## config.mk

```make
export PLATFORM = sky130hd
export DESIGN_NAME = data_memory_arbiter
export DESIGN_NICKNAME = d
export VERILOG_FILES = /design/src/rtl/data_memory_arbiter_pkg.sv /design/src/rtl/data_memory_arbiter_mapper.sv /design/src/rtl/data_memory_arbiter.sv
export SDC_FILE = /design/constraint.sdc
export NUM_CORES = 1
export LEC_CHECK = 0
export ABC_AREA = 1
export CAP_MARGIN = 10
export CELL_PAD_IN_SITES_DETAIL_PLACEMENT = 1
export CELL_PAD_IN_SITES_GLOBAL_PLACEMENT = 1
export CORE_AREA = 10 10 80 150
export CTS_BUF_LIST = sky130_fd_sc_hd__clkbuf_4
export DETAILED_ROUTE_END_ITERATION = 6
export DIE_AREA = 0 0 90 160
export PLACE_DENSITY_LB_ADDON = 0.3
export SKIP_LAST_GASP = 1
export SYNTH_ARGS = -nofsm -noshare
export SYNTH_HDL_FRONTEND = slang
export SYNTH_HIERARCHICAL = 1
export SYNTH_SLANG_ARGS = --single-unit
```

## constraint.sdc

```tcl
create_clock -name clk -period 7 [get_ports clk]
set_input_delay 0.7 -clock clk [delete_from_list [all_inputs] [get_ports clk]]
set_output_delay 0.7 -clock clk [all_outputs]
set_load 0.05 [all_outputs]
```

## src/rtl/data_memory_arbiter_pkg.sv

```systemverilog
// Shared types for the data memory arbiter.
// State, owner and bank-select encodings.
package data_memory_arbiter_pkg;

    typedef enum logic [0:0] {
        CPU_OWN   = 1'b0,
        DMA_BURST = 1'b1
    } arb_state_t;

    typedef enum logic [0:0] {
        OWN_CPU = 1'b0,
        OWN_DMA = 1'b1
    } owner_t;

    localparam logic BANK_EVEN = 1'b0;
    localparam logic BANK_ODD  = 1'b1;

endpackage

```

## src/rtl/data_memory_arbiter_mapper.sv

```systemverilog
// Splits one byte/halfword access onto the even/odd byte banks.
// Purely combinational; the low byte always lands in bank addr[0].
module bank_mapper
    import data_memory_arbiter_pkg::*;
#(
    parameter int ADDR_W = 18
) (
    input  logic              en,
    input  logic [ADDR_W-1:0] addr,
    input  logic              half,
    input  logic              we,
    input  logic [15:0]       wdata,
    output logic [ADDR_W-2:0] evenAddr,
    output logic [ADDR_W-2:0] oddAddr,
    output logic              evenWe,
    output logic              oddWe,
    output logic [7:0]        evenWdata,
    output logic [7:0]        oddWdata
);

    logic              lowBank;
    logic [ADDR_W-2:0] wordAddr;

    assign lowBank  = addr[0];
    assign wordAddr = addr[ADDR_W-1:1];

    // Odd start: the high byte sits in the next even word (wraps at top).
    assign oddAddr  = wordAddr;
    assign evenAddr = (lowBank == BANK_ODD) ? wordAddr + 1'b1 : wordAddr;

    assign evenWe = en && we && (half || lowBank == BANK_EVEN);
    assign oddWe  = en && we && (half || lowBank == BANK_ODD);

    assign evenWdata = (lowBank == BANK_ODD) ? wdata[15:8] : wdata[7:0];
    assign oddWdata  = (lowBank == BANK_ODD) ? wdata[7:0]  : wdata[15:8];

endmodule

```

## src/rtl/data_memory_arbiter.sv

```systemverilog
// CPU / DMA arbiter for the split even/odd byte-bank data memory.
// Grants are decided from requests and counters only, never bank data.
module data_memory_arbiter
    import data_memory_arbiter_pkg::*;
#(
    parameter int ADDR_W       = 18,
    parameter int BURST_MAX    = 16,
    parameter int STARVE_LIMIT = 8
) (
    input  logic              clk,
    input  logic              reset,
    input  logic              cpu_req,
    input  logic              cpu_we,
    input  logic              cpu_half,
    input  logic [ADDR_W-1:0] cpu_addr,
    input  logic [15:0]       cpu_wdata,
    output logic              cpu_stall,
    output logic [15:0]       cpu_rdata,
    output logic              cpu_rvalid,
    input  logic              dma_req,
    input  logic              dma_we,
    input  logic [ADDR_W-1:0] dma_addr,
    input  logic [7:0]        dma_wdata,
    output logic              dma_gnt,
    output logic [7:0]        dma_rdata,
    output logic              dma_rvalid,
    output logic              even_we,
    output logic              odd_we,
    output logic [ADDR_W-2:0] even_addr,
    output logic [ADDR_W-2:0] odd_addr,
    output logic [7:0]        even_wdata,
    output logic [7:0]        odd_wdata,
    input  logic [7:0]        even_rdata,
    input  logic [7:0]        odd_rdata
);

    localparam int WAIT_W = $clog2(STARVE_LIMIT + 1);
    localparam int BEAT_W = $clog2(BURST_MAX + 1);

    arb_state_t        state;
    logic [WAIT_W-1:0] waitCnt;
    logic [BEAT_W-1:0] beatCnt;

    logic              cpuGnt;
    logic              dmaGnt;

    logic [ADDR_W-1:0] reqAddr;
    logic              reqHalf;
    logic              reqWe;
    logic [15:0]       reqWdata;

    logic              rdValid;
    owner_t            rdOwner;
    logic              rdA0;
    logic              rdHalf;
    logic [7:0]        byteLo;
    logic [7:0]        byteHi;
    logic              cpuRv;
    logic              dmaRv;

    always_comb begin
        cpuGnt = 1'b0;
        dmaGnt = 1'b0;
        if (!reset) begin
            case (state)
                CPU_OWN: dmaGnt = dma_req &&
                    (!cpu_req || waitCnt == WAIT_W'(STARVE_LIMIT));
                DMA_BURST: dmaGnt = dma_req &&
                    (beatCnt < BEAT_W'(BURST_MAX));
                default: dmaGnt = 1'b0;
            endcase
            cpuGnt = cpu_req && !dmaGnt;
        end
    end

    assign dma_gnt   = dmaGnt;
    assign cpu_stall = cpu_req && !cpuGnt;

    always_ff @(posedge clk) begin
        if (reset) begin
            state   <= CPU_OWN;
            waitCnt <= '0;
            beatCnt <= '0;
        end else begin
            case (state)
                CPU_OWN: begin
                    if (dmaGnt && cpu_req) begin
                        state   <= DMA_BURST;
                        beatCnt <= BEAT_W'(1);
                        waitCnt <= '0;
                    end else if (dma_req && cpu_req) begin
                        waitCnt <= waitCnt + 1'b1;
                    end else begin
                        waitCnt <= '0;
                    end
                end
                DMA_BURST: begin
                    if (dmaGnt) begin
                        beatCnt <= beatCnt + 1'b1;
                    end else begin
                        state   <= CPU_OWN;
                        beatCnt <= '0;
                    end
                end
                default: state <= CPU_OWN;
            endcase
        end
    end

    // DMA beats are always single bytes.
    always_comb begin
        reqAddr  = cpu_addr;
        reqHalf  = cpu_half;
        reqWe    = cpu_we;
        reqWdata = cpu_wdata;
        if (dmaGnt) begin
            reqAddr  = dma_addr;
            reqHalf  = 1'b0;
            reqWe    = dma_we;
            reqWdata = {8'h00, dma_wdata};
        end
    end

    bank_mapper #(
        .ADDR_W (ADDR_W)
    ) uMapper (
        .en        (cpuGnt || dmaGnt),
        .addr      (reqAddr),
        .half      (reqHalf),
        .we        (reqWe),
        .wdata     (reqWdata),
        .evenAddr  (even_addr),
        .oddAddr   (odd_addr),
        .evenWe    (even_we),
        .oddWe     (odd_we),
        .evenWdata (even_wdata),
        .oddWdata  (odd_wdata)
    );

    always_ff @(posedge clk) begin
        if (reset) begin
            rdValid <= 1'b0;
            rdOwner <= OWN_CPU;
            rdA0    <= 1'b0;
            rdHalf  <= 1'b0;
        end else begin
            rdValid <= (cpuGnt && !cpu_we) || (dmaGnt && !dma_we);
            rdOwner <= dmaGnt ? OWN_DMA : OWN_CPU;
            rdA0    <= reqAddr[0];
            rdHalf  <= reqHalf;
        end
    end

    assign byteLo = rdA0 ? odd_rdata : even_rdata;
    assign byteHi = rdA0 ? even_rdata : odd_rdata;

    assign cpuRv = rdValid && rdOwner == OWN_CPU && !reset;
    assign dmaRv = rdValid && rdOwner == OWN_DMA && !reset;

    assign cpu_rvalid = cpuRv;
    assign dma_rvalid = dmaRv;
    assign cpu_rdata  = !cpuRv ? 16'h0000 :
                        rdHalf ? {byteHi, byteLo} : {8'h00, byteLo};
    assign dma_rdata  = dmaRv ? byteLo : 8'h00;

endmodule
```

-- Word level (Yosys, flattened, before mapping)
Index checks and enable logic that the tools add are counted.
- register bits: 14
- latch bits: 0
- RAM bits: 0
- bits in read-only memories: 0
- output and inout bits: 80
- logic and storage cells: 66
- memories: 0
- add/sub/neg operators: 3
- $mul: 0
- div/mod/pow operators: 0
- magnitude comparators: 1
- equality and inequality tests: 2
- shift-type cells: 0
- multiplexer cells: 24
- bitwise logic cells: 3
- reductions and logical operators: 26
- operators with widths (operator ; count):
    $mux W16 ; 3
    $mux W8 ; 5
    $mux W18 ; 1
    $add A17 B1 Y17 const B ; 1
    $mux W17 ; 1
    $logic_and A1 B1 Y1 ; 15
    $mux W5 ; 2
    $pmux W5 S2 ; 1
    $mux W4 ; 2
    $mux W1 ; 7
    $logic_not A1 Y1 ; 6
    $add A5 B1 Y5 const B ; 1
    $logic_or A1 B1 Y1 ; 5
    $lt A5 B5 Y1 const B ; 1
    $add A4 B1 Y4 const B ; 1
    $eq A4 B4 Y1 const B ; 1
    $pmux W1 S2 ; 2
    $not A1 Y1 ; 3
    $ne A2 B2 Y1 const B ; 1

-- Logic depth before layout (Yosys ltp)
Gate-level depths: netlist of the first run.
- depth in word-level cells: 11
- gate-level depth with buffers: 18
- gate-level depth less buffers: 16

-- Modules after synthesis
The synthesis of the first run kept the hierarchy.
- modules (own cells, without submodules) (module ; instances ; cells each ; area each (sq um)):
    data_memory_arbiter ; 1 ; 258 ; 1412.6
    bank_mapper ; 1 ; 139 ; 733.2

-- Least setup slack after synthesis of the first run
Ideal clock, no wire load.
- path type: input to output
- from: input reset
- to: output cpu_rdata[10]
- arrival: 3.163 ns
- required time: 6.300 ns
- slack: 3.137 ns
- stages: 3
- cell sequence: nor3_1 -> nand2_1 -> a21oi_1
- cells in the longest elaborated chain, start to end: 3
- RTL lines (what ; RTL line ; source):
    start, declared ; data_memory_arbiter.sv:11 ; input logic reset,
    $logic_not A1 Y1 ; data_memory_arbiter.sv:157 ; assign cpuRv = rdValid && rdOwner == OWN_CPU && !reset;
    $logic_and A1 B1 Y1 ; data_memory_arbiter.sv:157 ;
    $mux W16 ; data_memory_arbiter.sv:162 ; assign cpu_rdata = !cpuRv ? 16'h0000 :
    end, declared ; data_memory_arbiter.sv:18 ; output logic [15:0] cpu_rdata,
Every way passes these cells.

-- Worst setup path in the final report of the first run
- from: input reset
- to: output even_addr[7]
- RTL lines (what ; RTL line ; source):
    $mux W1 ; data_memory_arbiter.sv:64 ; if (!reset) begin
    $mux W18 ; data_memory_arbiter.sv:116 ; if (dmaGnt) begin
    via reqAddr[0] ; data_memory_arbiter.sv:47 ; logic [ADDR_W-1:0] reqAddr;
    $mux W17 ; data_memory_arbiter_mapper.sv:29 ; assign evenAddr = (lowBank == BANK_ODD) ? wordAddr + 1'b1 : wordAddr;
    end, declared ; data_memory_arbiter.sv:29 ; output logic [ADDR_W-2:0] even_addr,
The timed path passes the listed nets, and every way through them passes these cells.

==> results of run 1 <==
==> placed cells by master, fill, tap and decap left out, drive strengths merged, types with 8 or more instances in the layout <==
cell type      instances
a21oi                 20
clkdlybuf4s50        162
dfxtp                 14
inv                   51
mux2i                  8
nand2                165
nand3                 25
nor2                  32
o21ai                 19
xnor2                  9
==> critical path, cell delays in order <==
cell	delay, ns
sky130_fd_sc_hd__clkdlybuf4s50_1	0.68
sky130_fd_sc_hd__inv_1	0.27
sky130_fd_sc_hd__nand3_2	0.38
sky130_fd_sc_hd__inv_2	0.54
sky130_fd_sc_hd__o21ai_1	0.14
sky130_fd_sc_hd__inv_1	0.50
sky130_fd_sc_hd__inv_2	0.31
sky130_fd_sc_hd__nor2_1	0.27
sky130_fd_sc_hd__nand3_1	0.12
sky130_fd_sc_hd__xnor2_1	0.15
sky130_fd_sc_hd__clkdlybuf4s50_1	0.83
==> metrics by stage <==
| step | hold slack, ns | cells | util (%) |
|---|---|---|---|
| floorplan | 0.470 | 397 | - |
| global placement | 0.490 | 660 | 38.4 |
| detailed placement | 0.507 | 660 | 38.4 |
| CTS | 0.519 | 663 | 38.7 |
| global route | 0.552 | 664 | 38.7 |
| finish | 0.514 | 664 | 38.7 |
==> layout make-up <==
cell class	count	area (sq um)	area share (%)
clock buffers	3	22.5	0.604
multi-input cells	300	1440	38.6
well taps	132	165	4.43
inverters	51	191	5.13
repair buffers	163	1630	43.7
flip-flops and latches	14	280	7.51
diodes	1	2.50	0.0671
==> registers in the layout (all words and copies together), names as in the netlist <==
register  flops
beatCnt       5
rdA0          1
rdHalf        1
rdOwner       1
rdValid       1
state         1
waitCnt       4
==> power by group through the flow <==
stage | registers, W | logic (W) | clock network (W)
floorplan | 0.0000848 | 0.000202 | 0
global placement | 0.0000883 | 0.000317 | 0
detailed placement | 0.0000884 | 0.000320 | 0
CTS | 0.0000865 | 0.000321 | 0.0000466
global route | 0.0000871 | 0.000338 | 0.0000512
finish | 0.0000864 | 0.000316 | 0.0000457
==> metal layers <==
| metal | routed length, microns | global-route usage, % |
|---|---|---|
| met1 | 3570 | 12.2 |
| met2 | 5920 | 29.0 |
| met3 | 842 | 4.93 |
| met4 | 182 | 4.00 |
| met5 | 0 | 0 |
==> worst paths after layout <==
kind / from / end / slack, ns / cells after the start
setup / recovery: reset / even_addr[7] / 1.40 / 11
hold / removal: beatCnt[1] / beatCnt[1] / 0.51 / 2
setup reg to reg: waitCnt[0] / rdA0 / 4.92 / 9
hold reg to reg: beatCnt[1] / beatCnt[1] / 0.51 / 2
==> logic make-up after synthesis <==
| kind of cell | count (synthesis) | synth area share (%) |
|---|---|---|
| and+or+nand+nor | 232 | 44.6 |
| buffers and inverters | 83 | 19.9 |
| DFF | 14 | 13.1 |
| AOI/OAI and AO/OA | 41 | 10.3 |
| adders and majority gates | 4 | 2.33 |
| xor gates and xnor gates | 15 | 6.12 |
| muxes | 8 | 3.73 |
==> flow_summary.json, run 1 <==
{
  "setup_viol_count_final": 0,
  "dp_hpwl_microns": 9210,
  "ctsRootBufferMaster": "sky130_fd_sc_hd__clkbuf_4",
  "worst_setup_hold_path_clk_slew_ns": 0.08,
  "finalHoldViolations": 0,
  "finalWorstSetupSlack_ns": 1.40,
  "synth_seq_cells": 14,
  "yosys.area.top_type": "sky130_fd_sc_hd__nand2_1",
  "cp-end-kind": "output port",
  "share_of_flip_flops_with_an_asynchronous_set_or_reset_pct": 0,
  "pwrdens_nw_per_um2": 120,
  "share_of_the_cycle_needed_by_the_critical_path_after_routing_pct": 80.1,
  "worst_ep_arrival_time_ns": 4.90,
  "fin_clk_skew_ns": 0.00359,
  "starting_utilization_of_the_core_area_pct": 22.3,
  "gr-total-overflow": 0,
  "num_vias": 2965,
  "timing_worst_setup_path_type": "in2out",
  "postCtsSetupBuffers": 0,
  "power.clock.fraction_pct": 10.2,
  "firstDrtPassIters": 4,
  "yosys-top-cells-count": "sky130_fd_sc_hd__nand2_1 (165), sky130_fd_sc_hd__inv_1 (49), sky130_fd_sc_hd__nor2_1 (28)",
  "yosys_warnings": 6,
  "cts_resized": 0,
  "design_power_total_w": 0.000448,
  "design_area_sq_um": 3730,
  "cp.required_ns": 6.30,
  "fin_tns_setup_ns": 0,
  "post-place-ws_ns": 1.29,
  "power.ir.vdd_worst_uv": 48.3,
  "synth_top_flop_cell": "sky130_fd_sc_hd__dfxtp_1",
  "grt_first_pass_wirelength_microns": 16800,
  "htree_levels": 1,
  "pin_slew_with_the_least_headroom_to_its_limit_ns": 0.774,
  "boundaryPins": 163,
  "grt_pass1_vias": 3254,
  "syn_to_final_growth_pct": 73.8,
  "power_leakage_nw": 1.66,
  "rsz0062_at_grt": "no",
  "cts_tree": "built",
  "seq_power_share_pct": 19.3,
  "ctsLongestPathBuffers": 2,
  "gp_congestion": 0.789,
  "status": "finished clean",
  "syn-cell-area_sq_um": 2150,
  "final_period_minus_worst_setup_slack_ns": 5.60,
  "cellInternalPower_w": 0.000219,
  "netlist_instances": 397,
  "synth_nets": 484,
  "design.core.area_sq_um": 9640,
  "die-area_sq_um": 14400,
  "ys_top_cells_by_area": "sky130_fd_sc_hd__nand2_1 (29%), sky130_fd_sc_hd__dfxtp_1 (13%), sky130_fd_sc_hd__inv_1 (8.6%)",
  "drive_above_1_share_pct": 2.82,
  "numCtsBuffers": 3,
  "clock_sink_count": 14,
  "synth_area_per_cell_sq_um": 5.41,
  "timing_max_transition_violations_final": 0,
  "synth_sequential_area_ratio_pct": 13.1,
  "track_usage_pct": 14.1,
  "grt_max_degree": 30,
  "post_synth_top_area_share_pct": 28.9,
  "p_sw_share_pct": 51.2,
  "avgViaCountPerCell": 4.47,
  "grt_antenna_before_repair": 1,
  "routed_wire_length_per_instance_microns": 15.8,
  "worstPathMaxFanout": 29,
  "placedInstanceArea_sq_um": 3700,
  "post_synth_edffs": 0,
  "worstSkewPairLatency_ns": 0.28,
  "max_slew_margin_pct": 48.4,
  "routed_wirelength_microns": 10500,
  "p_sw_w": 0.000230,
  "max_freq_mhz": 178,
  "min_path_type": "reg2reg",
  "numPortBuffers": 162,
  "detail_route.iter0.violations": 90,
  "n_fill_cell": 1298,
  "synthMostInstantiatedCell": "sky130_fd_sc_hd__nand2_1",
  "num-nets-final": 620,
  "postCtsHoldBufs": 0,
  "detail-route-antenna-nets": 0,
  "fp-row-count": 51,
  "max_cap_violations": 0,
  "dieHeight_microns": 160,
  "die_width_microns": 90,
  "synth.lib_cells_used.distinct": 25,
  "critPathLaunchType": "primary input",
  "drc": 0,
  "comb_power_share_pct": 70.5
}
Power figures use the tool's default switching activity.
==> run 2, diff against run 1 <==
- CORE_AREA: 10 10 80 150 -> 10 10 83 156
- DIE_AREA: 0 0 90 160 -> 0 0 93 166
- clock period: 7 -> 5.6 ns (I/O delays scaled with it)
==> flow_summary.json, run 2 (same netlist as run 1, synthesis figures left out) <==
{
  "status": "finished clean",
  "track_usage_pct": 13.5,
  "boundaryPins": 163,
  "min_path_type": "reg2reg",
  "num_vias": 2930,
  "drc": 0,
  "largest_register_ffs": 5,
  "share_of_the_cycle_needed_by_the_critical_path_after_routing_pct": 75.8,
  "pwrdens_nw_per_um2": 152,
  "fp-row-count": 53,
  "clock_sink_count": 14,
  "routed_wire_length_per_instance_microns": 16.3,
  "grt_antenna_before_repair": 1,
  "cp.required_ns": 5.04,
  "n_fill_cell": 1408,
  "dieHeight_microns": 166,
  "max_flop_register": "beatCnt",
  "max_slew_margin_pct": 46.3,
  "power_leakage_nw": 1.79,
  "worst_ep_arrival_time_ns": 3.68,
  "die-area_sq_um": 15400,
  "postCtsSetupBuffers": 0,
  "ctsRootBufferMaster": "sky130_fd_sc_hd__clkbuf_4",
  "power.ir.vdd_worst_uv": 62.7,
  "critPathMaxStageDelay_ns": 0.79,
  "cp_cell_sequence": "clkdlybuf4s50_1 > inv_1 > nand3_2 > inv_2 > nand2_1 > o21ai_1 > inv_1 > inv_2 > nor2_1 > nand3_1 > xnor2_1 > buf_12",
  "routed_wirelength_microns": 11000,
  "cts_resized": 0,
  "drive_above_1_share_pct": 7.88,
  "grt_max_degree": 39,
  "worstSkewPairLatency_ns": 0.28,
  "die_width_microns": 93,
  "num-nets-final": 621,
  "design.core.area_sq_um": 10500,
  "fin_tns_setup_ns": 0,
  "cts_tree": "built",
  "finalHoldViolations": 0,
  "dp_hpwl_microns": 9640,
  "worst_path_max_delay_cell": "sky130_fd_sc_hd__clkdlybuf4s50_1",
  "grt_first_pass_wirelength_microns": 16900,
  "detail-route-antenna-nets": 0,
  "starting_utilization_of_the_core_area_pct": 20.5,
  "critPathLaunchType": "primary input",
  "pin_slew_with_the_least_headroom_to_its_limit_ns": 0.804,
  "timing_max_transition_violations_final": 0,
  "fin_clk_skew_ns": 0.00813,
  "firstDrtPassIters": 6,
  "numCtsBuffers": 3,
  "avgViaCountPerCell": 4.37,
  "worstPathMaxFanout": 23,
  "mostFrequentLayoutCells": "sky130_fd_sc_hd__nand2_1 (165), sky130_fd_sc_hd__clkdlybuf4s50_1 (136), sky130_fd_sc_hd__inv_1 (49)",
  "worst_setup_hold_path_clk_slew_ns": 0.09,
  "reg.largest.list": "beatCnt (5), waitCnt (4)",
  "design_power_total_w": 0.000605,
  "final_period_minus_worst_setup_slack_ns": 4.24,
  "grt_pass1_vias": 3201,
  "postCtsHoldBufs": 0,
  "max_cap_violations": 0,
  "gr-total-overflow": 0,
  "rsz0062_at_grt": "no",
  "placedInstanceArea_sq_um": 3940,
  "design_area_sq_um": 3970,
  "max_freq_mhz": 236,
  "htree_levels": 1,
  "detail_route.iter0.violations": 50,
  "final_common_cell": "sky130_fd_sc_hd__nand2_1",
  "ctsLongestPathBuffers": 2,
  "cp-end-kind": "output port",
  "numPortBuffers": 162,
  "setup_viol_count_final": 0,
  "timing_worst_setup_path_type": "in2out",
  "syn_to_final_growth_pct": 85.0,
  "regToRegSetupSlack_ns": 3.88,
  "gp_congestion": 0.829
}
-- run 2: cell count changes in the layout (fill, tap and decap cells not counted) --
cell	change
sky130_fd_sc_hd__buf_12	+23
sky130_fd_sc_hd__clkdlybuf4s50_1	-26
sky130_fd_sc_hd__buf_4	+4
sky130_fd_sc_hd__clkinv_1	+1
-- run 2: final timing paths --
kind	from	end	cells past startpoint
max	reset	even_addr[7]	12
min	waitCnt[3]	waitCnt[3]	2
max reg2reg	waitCnt[0]	rdHalf	10
min reg2reg	waitCnt[3]	waitCnt[3]	2
-- run 2: worst max-delay path: cells and delay by family --
kind | cells | cell delay, ns
AOI/OAI and AO/OA | 1 | 0.07
buffers and inverters | 6 | 2.14
xor gates and xnor gates | 1 | 0.26
and+or+nand+nor | 4 | 0.64
-- run 2: area by class of cell --
type	instances	area, sq um	area share (%)
Antenna cell	1	2.50	0.0630
Clock buffer	3	22.5	0.567
Clock inverter	1	3.75	0.0945
Inverter	51	191	4.82
Multi-Input combinational cell	300	1440	36.2
Sequential cell	14	280	7.06
Tap cell	137	171	4.32
Timing Repair Buffer	164	1860	46.8
-- run 2: power breakdown --
part / leakage, nW / switching [W] / internal [W]
Sequential: 0.114 / 0.00000581 / 0.000102
Clock: 0.0154 / 0.0000347 / 0.0000258
Combinational: 1.67 / 0.000259 / 0.000178
-- run 2: through the flow --
stage | instances | setup WS (ns) | utilization (%) | hold slack, ns
floorplan | 397 | 2.02 | - | 0.470
CTS | 670 | 1.29 | 37.9 | 0.514
global placement | 666 | 1.34 | 37.6 | 0.485
global route | 671 | 0.985 | 37.9 | 0.543
finish | 671 | 1.36 | 37.9 | 0.512
detailed placement | 666 | 1.30 | 37.6 | 0.502
-- run 2: routing by layer --
| metal | share of wire (%) | global-route usage, % | vias up |
|---|---|---|---|
| li1 | - | - | 1480 |
| met4 | 0.47 | 2.02 | 0 |
| met3 | 9.2 | 5.21 | 2 |
| met1 | 33 | 11.6 | 1339 |
| met2 | 57 | 27.9 | 109 |
| met5 | 0 | 0 | - |
